==> src/rtl/icache_axi_rd_bridge.sv <==
// I-cache refill responder: turns one held refill request into a single-beat
// AXI4 read and hands the returned word back with a one-cycle ok pulse.
module icache_axi_rd_bridge #(
    parameter int unsigned        ADDR_W = 64,
    parameter int unsigned        DATA_W = 64,
    parameter int unsigned        ID_W   = 4,
    parameter logic [ID_W-1:0]    AXI_ID = '0
) (
    input  logic                  clk,
    input  logic                  rst,
    // cache side
    input  logic                  cache_read_ena,
    input  logic [ADDR_W-1:0]     cache_addr,
    output logic [DATA_W-1:0]     cache_or_data,
    output logic                  cache_in_ok,
    output logic                  axi_working_ti,
    output logic                  rd_err,
    // AXI read address channel
    output logic                  axi_ar_valid,
    input  logic                  axi_ar_ready,
    output logic [ADDR_W-1:0]     axi_ar_addr,
    output logic [ID_W-1:0]       axi_ar_id,
    output logic [7:0]            axi_ar_len,
    output logic [2:0]            axi_ar_size,
    output logic [1:0]            axi_ar_burst,
    // AXI read data channel
    input  logic                  axi_r_valid,
    output logic                  axi_r_ready,
    input  logic [DATA_W-1:0]     axi_r_data,
    input  logic [1:0]            axi_r_resp,
    input  logic                  axi_r_last,
    input  logic [ID_W-1:0]       axi_r_id
);

    typedef enum logic [1:0] {
        S_IDLE,
        S_AR,
        S_RD,
        S_DONE
    } state_t;

    state_t              state;
    logic [ADDR_W-1:0]   addr_q;
    logic                beat_err_c;

    // Beat is flagged bad on a non-OKAY response, foreign ID or missing RLAST
    assign beat_err_c = (axi_r_resp != 2'b00) | (axi_r_id != AXI_ID) | ~axi_r_last;

    // AR payload: latched aligned address; fixed attributes shown only while AR is valid
    assign axi_ar_addr  = addr_q;
    assign axi_ar_len   = 8'h00;
    assign axi_ar_id    = axi_ar_valid ? AXI_ID : ID_W'(0);
    assign axi_ar_size  = axi_ar_valid ? 3'b011 : 3'b000;
    assign axi_ar_burst = axi_ar_valid ? 2'b01  : 2'b00;

    // Request sequencer with all handshake and cache outputs registered
    always_ff @(posedge clk or negedge rst) begin
        if (!rst) begin
            state          <= S_IDLE;
            addr_q         <= '0;
            cache_or_data  <= '0;
            cache_in_ok    <= 1'b0;
            axi_working_ti <= 1'b0;
            rd_err         <= 1'b0;
            axi_ar_valid   <= 1'b0;
            axi_r_ready    <= 1'b0;
        end else begin
            case (state)
                S_IDLE: begin
                    if (cache_read_ena) begin
                        addr_q         <= cache_addr & ~ADDR_W'(7);
                        axi_ar_valid   <= 1'b1;
                        axi_working_ti <= 1'b1;
                        state          <= S_AR;
                    end
                end
                S_AR: begin
                    if (axi_ar_ready) begin
                        axi_ar_valid <= 1'b0;
                        axi_r_ready  <= 1'b1;
                        state        <= S_RD;
                    end
                end
                S_RD: begin
                    if (axi_r_valid) begin
                        axi_r_ready   <= 1'b0;
                        cache_or_data <= axi_r_data;
                        cache_in_ok   <= 1'b1;
                        rd_err        <= beat_err_c;
                        state         <= S_DONE;
                    end
                end
                S_DONE: begin
                    cache_in_ok    <= 1'b0;
                    rd_err         <= 1'b0;
                    axi_working_ti <= 1'b0;
                    state          <= S_IDLE;
                end
                default: begin
                    state <= S_IDLE;
                end
            endcase
        end
    end

endmodule

==> config.mk <==
export PLATFORM = sky130hd
export DESIGN_NAME = icache_axi_rd_bridge
export DESIGN_NICKNAME = d
export VERILOG_FILES = /design/src/rtl/icache_axi_rd_bridge.sv
export SDC_FILE = /design/constraint.sdc
export NUM_CORES = 1
export LEC_CHECK = 0
export ABC_AREA = 1
export BUFFER_PORTS_ARGS = -buffer_cell sky130_fd_sc_hd__buf_2
export CORE_MARGIN = 5
export CORE_UTILIZATION = 42
export DETAILED_ROUTE_END_ITERATION = 6
export GPL_ROUTABILITY_DRIVEN = 0
export PLACE_DENSITY = 0.76
export SYNTH_ARGS = -nofsm -noshare
export SYNTH_HDL_FRONTEND = slang
export SYNTH_SLANG_ARGS = --single-unit
export TNS_END_PERCENT = 100
==> constraint.sdc <==
create_clock -name clk -period 1.8 [get_ports clk]
set_clock_uncertainty 0.05 [all_clocks]
set_input_delay 0.18 -clock clk [delete_from_list [all_inputs] [get_ports clk]]
set_output_delay 0.18 -clock clk [all_outputs]
set_load 0.02 [all_outputs]
==> impl_metrics.py <==
metrics = {
    "drt": {
        "first_pass_iters": 5,
        "wl_per_cell_um": 14.6,
        "drc": 0,
        "first_iter_violations": 365,
        "routed_wl_mm": 17.3,
        "vias_per_cell": 4.52,
        "ant_nets": 0,
        "num_vias": 5376,
    },
    "global_routing": {
        "grt_pass1_vias": 5535,
        "antenna_found_initial": 1,
        "overflow": 0,
        "grt_max_degree": 67,
        "grt_pass1_wl_mm": 26.8,
        "grt_usage_pct": 22.9,
    },
    "synth": {
        "synthSimpleGateAreaFrac_pct": 28.5,
        "synth_warnings": 0,
        "synth_area_um2": 5320,
        "synthDominantAreaCellType": "dfrtp_1",
        "synth_top_family_by_area": "simple AND/OR/NAND/NOR gates",
        "synthAdderAreaFrac_pct": 0.941,
        "synth_cells": 605,
        "synth_area_per_cell_um2": 8.79,
        "yosysTopAreaCellShare_pct": 62.1,
        "synth.area.top_cells": "dfrtp_1 (62%), nand2_1 (28%), buf_4 (3.8%)",
        "ys_seq_area_share_pct": 62.1,
        "synth_cell_type_count": 18,
        "ys_ff_latch": 132,
        "synth-xor-area-share_pct": 0,
        "synth-compound-area-share_pct": 0.753,
        "synthMuxAreaShare_pct": 0,
    },
    "clocking": {
        "htree_num_levels": 4,
        "clock_path_buffers": 2,
        "cts.sinks": 132,
        "postCtsSetupRepairBufs": 0,
        "clkTransAtPathRegs_ns": 0.05,
        "cts-root-buf": "clkbuf_16",
        "insertion_delay_ns": 0.40,
        "cts_tree": "built",
        "cts_inserted_buffers": 17,
    },
    "final_layout": {
        "register_area_um2": 3300,
        "area_growth_pct": 61.0,
        "stdcell_count": 1189,
        "fin_nets": 1146,
        "final_cell_mix": "nand2_1 (390), buf_2 (268), dfrtp_1 (132)",
        "final_layout_size_suffix_gt1_share_pct": 31.0,
        "num-fill-cells": 869,
        "multiInputGateArea_um2": 1670,
        "layout_commonest_cell": "nand2_1",
    },
    "placed_design": {
        "placed_cells": 1029,
        "io_buffers": 269,
        "dpl.hpwl_mm": 10.3,
    },
    "job": {
        "drv_cap": 0,
    },
    "setup_path": {
        "worstSetupPathType": "flop to flop",
        "worst_setup_path_start_kind": "flop",
        "arrival_ns": 1.94,
        "rrSetupSlack_ns": 0.15,
        "required_ns": 2.09,
        "worstReg2RegEnd": "axi_ar_addr[13]",
        "path_max_fanout": 26,
        "critPathCaptureType": "flop",
        "ff2ff_path_depth": 7,
        "reg2reg_from": "state[0]",
    },
    "timing": {
        "finalHoldViolations": 0,
        "fmax_mhz": 605,
        "finalCritPeriodShare_pct": 91.8,
        "slew_viol_final": 0,
        "hold_ws_ns": 0.0501,
        "min_period_ns": 1.65,
        "rsz0062_at_grt": "no",
        "setup-tns-final_ns": 0,
        "setup_viol": 0,
    },
    "floorplan": {
        "dieHeight_um": 123,
        "ioPinCount": 290,
        "start_util_pct": 42.5,
        "die_w_um": 123,
        "core_area_um2": 12500,
        "rows": 41,
        "fp.dieArea_um2": 15000,
    },
    "power_and_ir_drop": {
        "power_w": 0.0146,
        "clkPwrFrac_pct": 21.8,
        "sequentialPowerShare_pct": 35.1,
        "intPower_w": 0.00842,
        "vdd_drop_max_mv": 1.01,
        "power.density_nw_per_um2": 1700,
        "combPwrFrac_pct": 43.1,
        "p_leak_nw": 4.95,
        "p_sw_w": 0.00614,
        "p_sw_share_pct": 42.2,
    },
    "hold_path": {
        "hold_class": "input pin to flop",
        "holdPathEnd": "rd_err",
        "min_path_cells": 5,
        "hold_start": "axi_r_id[3]",
    },
    "run_status": {
        "run_status": "finished clean",
    },
}
layout make-up:
cell class | instances | share of cell area (%)
timing repair buffer | 407 | 32.3
clock inverter | 10 | 0.979
inverter | 14 | 0.643
antenna | 3 | 0.0877
multi-input combinational | 430 | 19.5
sequential | 132 | 38.6
clock buffer | 21 | 5.38
tap | 172 | 2.51
timing repair:
action	CTS	global route
endpoints found under the hold margin	169	0
gates resized for setup	0	0
hold buffers	126	0
worst max path at each step:
stage	from	end	slack [ns]	cells after the start
floorplan	state[0]	cache_or_data[0]	0.47	7
global placement	state[0]	axi_ar_addr[13]	0.24	7
detailed placement	state[0]	axi_ar_addr[13]	0.20	7
CTS	state[0]	axi_ar_addr[13]	0.17	7
global route	state[0]	axi_ar_addr[22]	0.05	7
finish	state[0]	axi_ar_addr[13]	0.15	7
worst max-delay path, stage by stage, from the launching register on:
cell,delay (ns)
dfrtp_1,0.40
inv_1,0.12
ha_1,0.25
nand2_2,0.11
inv_4,0.23
buf_4,0.25
nand2_1,0.09
nand2_1,0.07
per-stage QoR:
step / util (%) / worst slack, ns / cell area (um2)
floorplan: - / 0.472 / 5380
global placement: 53.9 / 0.237 / 6750
detailed placement: 53.9 / 0.198 / 6750
CTS: 68.3 / 0.167 / 8550
global route: 68.4 / 0.0458 / 8560
finish: 68.4 / 0.148 / 8560
power by group through the flow:
stage | registers (W) | logic (W) | clock network [W]
final | 0.00512 | 0.00627 | 0.00317
after global routing | 0.00527 | 0.00683 | 0.00337
after CTS | 0.00507 | 0.00622 | 0.00322
after detailed placement | 0.00507 | 0.00601 | 0
after global placement | 0.00505 | 0.00586 | 0
after floorplan | 0.00676 | 0.00219 | 0
routing by layer:
layer | GRT usage, % | wire, um | vias up
li1 | - | - | 2578
met1 | 24.9 | 6410 | 2484
met2 | 39.0 | 8570 | 267
met3 | 9.54 | 1800 | 47
met4 | 10.7 | 516 | 0
met5 | 0 | 0 | -
logic make-up (layout without fill, tap and decap cells):
group | Yosys count | in the layout
AO/OA/AOI/OAI | 8 | 8
AND/OR/NAND/NOR | 401 | 401
buffers and inverters | 59 | 452
other | 1 | 20
adder cells (fa/ha/maj) | 4 | 4
flip-flops | 132 | 132
flip-flops by register name (all words and copies together) (netlist names):
signal and flops:
axi_r_ready 1, axi_ar_valid 1, axi_ar_addr 61, cache_or_data 64, axi_working_ti 1, cache_in_ok 1
rd_err 1, state 2
synth_stat cells:
cell type	number
nand4_1	1
inv_1	12
clkbuf_1	2
and2_1	1
o21ai_0	3
nand2_1	391
inv_2	1
dfrtp_1	132
buf_2	6
a21oi_1	5
buf_4	27
ha_1	4
buf_6	10
inv_4	1
nor2_1	6
conb_1	1
nand2_2	1
nand3_1	1
No activity file was read; power rests on OpenSTA's default activity.
